## src/rtl/adc_pack_pkg.sv

```systemverilog
// Shared types and sizing helpers for the N-channel ADC aligner/packer.
// Provides the FSM state enum, beat/word sizing and the sample slot offset.
package adc_pack_pkg;

   typedef enum logic [1:0] {
      IDLE,
      RUN,
      FLUSH
   } state_t;

   // Aligned beats that fit in one output word.
   function automatic int beats(int out_w, int n_ch, int sw);
      return out_w / (n_ch * sw);
   endfunction

   // Width of a counter that can hold 0..beats.
   function automatic int cnt_w(int out_w, int n_ch, int sw);
      return $clog2(beats(out_w, n_ch, sw) + 1);
   endfunction

   // LSB of channel ch in beat slot beat; beat 0 and channel 0 sit at the MSB end.
   function automatic int slot_lo(int out_w, int n_ch, int sw, int beat, int ch);
      return out_w - beat * n_ch * sw - (ch + 1) * sw;
   endfunction

endpackage

```

## src/rtl/adc_pack_out_reg.sv

```systemverilog
// Output holding register with valid/ready handshake; contents hold on stall.
// Ports: load_i/data_i/last_i load a word (caller ensures the slot is free), ready_i from downstream.
module adc_pack_out_reg #(
   parameter int W = 256
) (
   input  logic         clk,
   input  logic         rst_n,
   input  logic         load_i,
   input  logic [W-1:0] data_i,
   input  logic         last_i,
   input  logic         ready_i,
   output logic         valid_o,
   output logic [W-1:0] data_o,
   output logic         last_o
);

   logic         valid_q, valid_d;
   logic [W-1:0] data_q, data_d;
   logic         last_q, last_d;

   always_comb begin
      valid_d = valid_q;
      data_d  = data_q;
      last_d  = last_q;
      if (valid_q && ready_i) begin
         valid_d = 1'b0;
      end
      // A load in the transfer cycle keeps the stream at one word per cycle.
      if (load_i) begin
         valid_d = 1'b1;
         data_d  = data_i;
         last_d  = last_i;
      end
   end

   always_ff @(posedge clk or negedge rst_n) begin
      if (!rst_n) begin
         valid_q <= 1'b0;
         data_q  <= '0;
         last_q  <= 1'b0;
      end else begin
         valid_q <= valid_d;
         data_q  <= data_d;
         last_q  <= last_d;
      end
   end

   assign valid_o = valid_q;
   assign data_o  = data_q;
   assign last_o  = last_q;

endmodule

```

## src/rtl/adc_multi_packer.sv

```systemverilog
// N-channel ADC sample aligner and packer with framing, flush, backpressure and skew monitor.
// Ports: in_* from per-channel FWFT FIFOs, out_* valid/ready word stream, skew_err, frames_done.
module adc_multi_packer
   import adc_pack_pkg::*;
#(
   parameter int N_CH     = 2,
   parameter int SAMPLE_W = 16,
   parameter int OUT_W    = 256,
   parameter int SKEW_MAX = 64,
   parameter int FLEN_W   = 16
) (
   input  logic                     clk,
   input  logic                     rst_n,
   input  logic                     en,
   input  logic [N_CH-1:0]          ch_en,
   input  logic [FLEN_W-1:0]        frame_len,
   input  logic [N_CH*SAMPLE_W-1:0] in_data,
   input  logic [N_CH-1:0]          in_valid,
   output logic [N_CH-1:0]          in_ready,
   output logic [OUT_W-1:0]         out_data,
   output logic                     out_valid,
   input  logic                     out_ready,
   output logic                     out_last,
   output logic                     skew_err,
   output logic [FLEN_W-1:0]        frames_done
);

   localparam int BEATS = beats(OUT_W, N_CH, SAMPLE_W);
   localparam int CW    = cnt_w(OUT_W, N_CH, SAMPLE_W);
   localparam int SKW   = $clog2(SKEW_MAX + 1);
   localparam int IW    = $clog2(OUT_W);

   state_t              state_q, state_d;
   logic [N_CH-1:0]     mask_q, mask_d;
   logic [FLEN_W-1:0]   flen_q, flen_d;
   logic [OUT_W-1:0]    acc_q, acc_d;
   logic [CW-1:0]       cnt_q, cnt_d;
   logic                full_q, full_d;
   logic                acc_last_q, acc_last_d;
   logic [FLEN_W-1:0]   fbeat_q, fbeat_d;
   logic [FLEN_W-1:0]   frames_q, frames_d;
   logic [SKW-1:0]      skew_cnt_q, skew_cnt_d;
   logic                skew_err_q, skew_err_d;

   logic                ld;
   logic [OUT_W-1:0]    ld_data;
   logic                ld_last;
   logic                out_free;
   logic                fire;
   logic                all_v;
   logic                any_v;
   logic                frame_end;
   logic [OUT_W-1:0]    word;
   logic [CW-1:0]       base_cnt;
   logic [CW-1:0]       wcnt;
   logic [IW-1:0]       lo;

   always_comb begin
      state_d    = state_q;
      mask_d     = mask_q;
      flen_d     = flen_q;
      acc_d      = acc_q;
      cnt_d      = cnt_q;
      full_d     = full_q;
      acc_last_d = acc_last_q;
      fbeat_d    = fbeat_q;
      frames_d   = frames_q;
      skew_cnt_d = '0;
      skew_err_d = skew_err_q;
      ld         = 1'b0;
      ld_data    = acc_q;
      ld_last    = acc_last_q;
      in_ready   = '0;
      fire       = 1'b0;
      frame_end  = 1'b0;
      word       = acc_q;
      base_cnt   = cnt_q;
      wcnt       = cnt_q;
      lo         = '0;
      all_v      = &(in_valid | ~mask_q);
      any_v      = |(in_valid & mask_q);
      out_free   = !out_valid || out_ready;

      unique case (state_q)
         IDLE: begin
            if (en) begin
               mask_d = ch_en;
               flen_d = frame_len;
               if (|ch_en) begin
                  state_d    = RUN;
                  skew_err_d = 1'b0;
               end
            end
         end

         RUN: begin
            fire     = all_v && (!full_q || out_free);
            in_ready = fire ? '1 : ~mask_q;

            // A completed word parked in the accumulator moves out first.
            if (full_q && out_free) begin
               ld         = 1'b1;
               ld_data    = acc_q;
               ld_last    = acc_last_q;
               full_d     = 1'b0;
               acc_last_d = 1'b0;
               cnt_d      = '0;
               acc_d      = '0;
            end

            if (fire) begin
               word     = full_q ? '0 : acc_q;
               base_cnt = full_q ? '0 : cnt_q;
               for (int i = 0; i < N_CH; i++) begin
                  if (mask_q[i]) begin
                     lo = IW'(slot_lo(OUT_W, N_CH, SAMPLE_W,
                                      int'(base_cnt), i));
                     word[lo +: SAMPLE_W] =
                        in_data[i*SAMPLE_W +: SAMPLE_W];
                  end
               end
               wcnt = base_cnt + 1'b1;

               if (flen_q != '0) begin
                  frame_end = (fbeat_q + 1'b1 == flen_q);
                  fbeat_d   = frame_end ? '0 : fbeat_q + 1'b1;
                  if (frame_end) begin
                     frames_d = frames_q + 1'b1;
                  end
               end

               if (wcnt == CW'(BEATS) || frame_end) begin
                  if (out_free && !ld) begin
                     ld      = 1'b1;
                     ld_data = word;
                     ld_last = frame_end;
                     acc_d   = '0;
                     cnt_d   = '0;
                  end else begin
                     acc_d      = word;
                     cnt_d      = wcnt;
                     full_d     = 1'b1;
                     acc_last_d = frame_end;
                  end
               end else begin
                  acc_d = word;
                  cnt_d = wcnt;
               end
            end

            if (any_v && !all_v) begin
               skew_cnt_d = (skew_cnt_q == SKW'(SKEW_MAX)) ?
                            skew_cnt_q : skew_cnt_q + 1'b1;
               if (skew_cnt_d == SKW'(SKEW_MAX)) begin
                  skew_err_d = 1'b1;
               end
            end

            if (!en) begin
               state_d = FLUSH;
               fbeat_d = '0;
            end
         end

         FLUSH: begin
            fbeat_d = '0;
            if (cnt_q != '0) begin
               if (out_free) begin
                  ld         = 1'b1;
                  ld_data    = acc_q;
                  // A word that was already complete keeps its own marker.
                  ld_last    = full_q ? acc_last_q : 1'b1;
                  acc_d      = '0;
                  cnt_d      = '0;
                  full_d     = 1'b0;
                  acc_last_d = 1'b0;
               end
            end else if (!out_valid) begin
               state_d = IDLE;
            end
         end

         default: begin
            state_d = IDLE;
         end
      endcase
   end

   always_ff @(posedge clk or negedge rst_n) begin
      if (!rst_n) begin
         state_q    <= IDLE;
         mask_q     <= '0;
         flen_q     <= '0;
         acc_q      <= '0;
         cnt_q      <= '0;
         full_q     <= 1'b0;
         acc_last_q <= 1'b0;
         fbeat_q    <= '0;
         frames_q   <= '0;
         skew_cnt_q <= '0;
         skew_err_q <= 1'b0;
      end else begin
         state_q    <= state_d;
         mask_q     <= mask_d;
         flen_q     <= flen_d;
         acc_q      <= acc_d;
         cnt_q      <= cnt_d;
         full_q     <= full_d;
         acc_last_q <= acc_last_d;
         fbeat_q    <= fbeat_d;
         frames_q   <= frames_d;
         skew_cnt_q <= skew_cnt_d;
         skew_err_q <= skew_err_d;
      end
   end

   adc_pack_out_reg #(
      .W (OUT_W)
   ) u_out_reg (
      .clk     (clk),
      .rst_n   (rst_n),
      .load_i  (ld),
      .data_i  (ld_data),
      .last_i  (ld_last),
      .ready_i (out_ready),
      .valid_o (out_valid),
      .data_o  (out_data),
      .last_o  (out_last)
   );

   assign skew_err    = skew_err_q;
   assign frames_done = frames_q;

endmodule

```

## config.mk

```make
export PLATFORM = sky130hd
export DESIGN_NAME = adc_multi_packer
export DESIGN_NICKNAME = d
export VERILOG_FILES = /design/src/rtl/adc_pack_pkg.sv /design/src/rtl/adc_pack_out_reg.sv /design/src/rtl/adc_multi_packer.sv
export SDC_FILE = /design/constraint.sdc
export NUM_CORES = 1
export LEC_CHECK = 0
export CAP_MARGIN = 20
export CORE_ASPECT_RATIO = 1.4
export CORE_MARGIN = 5
export CORE_UTILIZATION = 41
export DETAILED_ROUTE_END_ITERATION = 12
export HOLD_SLACK_MARGIN = 0.08
export SYNTH_ARGS = -nofsm -noshare
export SYNTH_HDL_FRONTEND = slang
export SYNTH_SLANG_ARGS = --single-unit
```

## constraint.sdc

```tcl
create_clock -name clk -period 8.7 [get_ports clk]
set_input_delay 1.305 -clock clk [delete_from_list [all_inputs] [get_ports clk]]
set_output_delay 1.305 -clock clk [all_outputs]
set_load 0.01 [all_outputs]
```

==> results.md <==
- ANT nets after route: 0
- Number of synthesized flops with an enable pin: 0
- Ranking of synthesized cells by area: dfrtp_1 55%, a22o_1 15%, mux2_2 11%
- Crit Path Class: register to register
- # hold bufs at CTS: 0
- IO Pins: 333
- Leak: 14.51 nW
- Drt drc: 0
- Setup Buffers After CTS: 0
- Worst path required time: just over 9 ns
- Die width: 225.2 um
- HPWL after DPL: around 55000 um
- Post_cts resized: 0
- Clock Path Buffers: 3
- Layout cells sized above 1: 21.38%
- Setup WS post-layout: 3.522 ns
- Post-Layout Inst Area: roughly 33000 sq um
- Synth Flop Type: dfrtp_1
- Worst slew pin tran: 1.115 ns
- Metal3 WL: 4670 um
- Core area: 64270 sq um
- Slew Viols, Final: 0
- Clk_lat worst skew: roughly 0.6 ns
- Final setup vio count: 0
- DR WL/cell: 25.45 um
- Largest net degree at the start of global routing: about 150
- VDD IR max: 178.1 uV
- Max Cap Violations: 0
- Min-Delay Path Class: register to register
- CP cell instances: nand4_1 > or3_1 > mux2i_1 > nor3_1 > nand4_4 > nand2_2 > a31o_4 > buf_12 > mux2_2
- Yosys reg bits: slightly below 600
- Crit path buffers/inverters: 1
- Clk_skew: 0.02034 ns
- Initial Utilization: between 40% and 50%
- Vias: 19140
- Met2 WL: 40870 um
- Final hold violation count: 0
- Yosys warnings: 0
- Pre-CTS setup slack: between 3 and 4 ns
- Rel. slew slack: 24.72%
- Non-Filler Instances: 3207
- Max incr delay on CP: 0.60 ns
- Post-synth net total: 2130
- Via/cell ratio: around 6.0
- Synth Area per Inst: roughly 13 sq um
- CTS clk-pin slew, worst paths: 0.06 ns
- Commonest cells post-synth: 580 x dfrtp_1, 464 x a22o_1, 265 x mux2_2
- Crit path DAT: 5.67 ns
- Vias in the first global route: 19690
- Synth top area share: 54.58%
- Htree depth: 2
- Sequential-to-total area share from yosys stat: a little over half
- Gpl congestion: around 0.86
- PD cells: approximately 260 nW/um^2
- CTS tree: yes
- Filler cell count in the final layout: 5618
- WL final: 81620 um
- Synthesized cell area: 26590 sq um
- Tmin final: 5.178 ns
- Met1 wire length: 33000 um
- CTS sink cnt: 580
- Status: finished clean
- Post-layout net count: approximately 2400
- Dpl cells: 3098
- Port bufs: between 300 and 400
- Largest area contributor in the netlist: dfrtp_1
- Die area: 70120 sq um
- Most frequent cell after synthesis: dfrtp_1
- Synth-to-Final Area Change: 22.62%
- Remaining Overflow, GRT: 0
- Top sig layer: met4
- Diodes inserted: 0
- Achievable Freq: 193.1 MHz
- Placed cell area: 30590 sq um
- Row cnt: 110
- Post-route clock period utilization: 59.52%
- Chip height: 311.3 um
- First-pass GRT wire length: between 100000 and 150000 um
- Gate Count Post-Synth: 2060
- Initial DRC count: between 1000 and 1500
- Synth cell types: 79
- CP max FO: 128
- CTS Buf Count: 57
- GRT Util Overall: a little under a quarter
- CP startpoint kind: register
- Sum Neg Setup Slack: 0 ns
- Unrepaired setup endpoints after global routing: false
- Root buffer cell: clkbuf_16
- Hold_ws: approximately 0.48 ns
- CP Capture Type: register
- Antenna violations before repair: 0
- Async set-reset flop share out of synthesis: between 90% and 100%
- Crit-path leading delay family: simple AND/OR/NAND/NOR gates
- CP max stage cell: or3_1
- DR pass1 iterations: 7
-- sequential cells by signal, indices dropped and copies added (netlist names), 4 cells and up --
| register | cells |
|---|---|
| fbeat_q | 16 |
| u_out_reg.data_o | 256 |
| frames_done | 16 |
| flen_q | 16 |
| acc_q | 256 |
| cnt_q | 4 |
| skew_cnt_q | 7 |
-- logic make-up after synthesis --
family | Yosys count | synth area share [%]
AOI/OAI and AO/OA | 641 | 21.60
muxes | 277 | 11.74
xor gates and xnor gates | 45 | 1.482
adders and majority gates | 14 | 0.6587
buffers and inverters | 215 | 3.901
DFF | 580 | 54.58
and+or+nand+nor | 288 | 6.042
-- area by class of cell --
cell class                 instances  area (sq um)  area share (%)
sequential                       580         14520           44.52
multi-input combinational       1265         11100           34.03
timing repair buffer             394          3877           11.89
clock buffer                      80          1665           5.107
tap                              840          1051           3.223
clock inverter                    26         319.1          0.9785
inverter                          22         82.58          0.2533
-- where the power goes --
group / switching (mW) / internal (mW) / total (mW)
sequential: 0.281 / 3.05 / 3.33
combinational: 1.41 / 1.09 / 2.50
clock: 1.09 / 1.54 / 2.63
-- cells in the final DEF (no fill, tap or decap), types with 11 or more instances in the layout --
master             n
clkbuf_16         59
nor3_1            25
o21ai_0           15
nand2_1           74
a22o_1           464
clkbuf_8          11
nand4_1           17
xnor2_1           35
a21oi_1           12
buf_4             49
clkinv_2          14
clkdlybuf4s50_1  331
and2_1            23
ha_1              14
mux2_2           265
inv_1             20
dfrtp_1          579
o2bb2ai_1         49
nand3_1           40
nor2_1            33
-- through the flow --
step / power (mW) / util (%)
floorplan: 4.798 / -
detailed placement: 5.873 / 47.60
global placement: 5.814 / 47.47
CTS: 8.527 / 50.68
finish: 8.455 / 50.73
global route: 8.828 / 50.73
-- path summary, 6_finish.rpt --
kind / from / to / slack (ns) / cells past startpoint
setup reg to reg: fbeat_q[2] / u_out_reg.data_o[15] / 3.52 / 9
min in group asynchronous: rst_n / acc_q[155] / 0.75 / 1
setup / recovery: fbeat_q[2] / u_out_reg.data_o[15] / 3.52 / 9
hold / removal: frames_done[15] / frames_done[15] / 0.48 / 1
hold reg to reg: frames_done[15] / frames_done[15] / 0.48 / 1
max in group asynchronous: rst_n / u_out_reg.data_o[234] / 5.75 / 3
-- per-layer routing --
layer,GRT usage [%],vias to the layer above
li1,-,8365
met1,29.01,9930
met2,38.70,700
met3,3.851,145
met4,7.568,0
met5,0,-
-- worst register-to-register path, cell delays in order, from the launching register on --
cell and delay, ns:
dfrtp_1 0.49, nand4_1 0.54, or3_1 0.61, mux2i_1 0.17
nor3_1 0.38, nand4_4 0.57, nand2_2 0.61, a31o_4 0.52
buf_12 0.52, mux2_2 0.66
(Power assumes the default switching activity.)
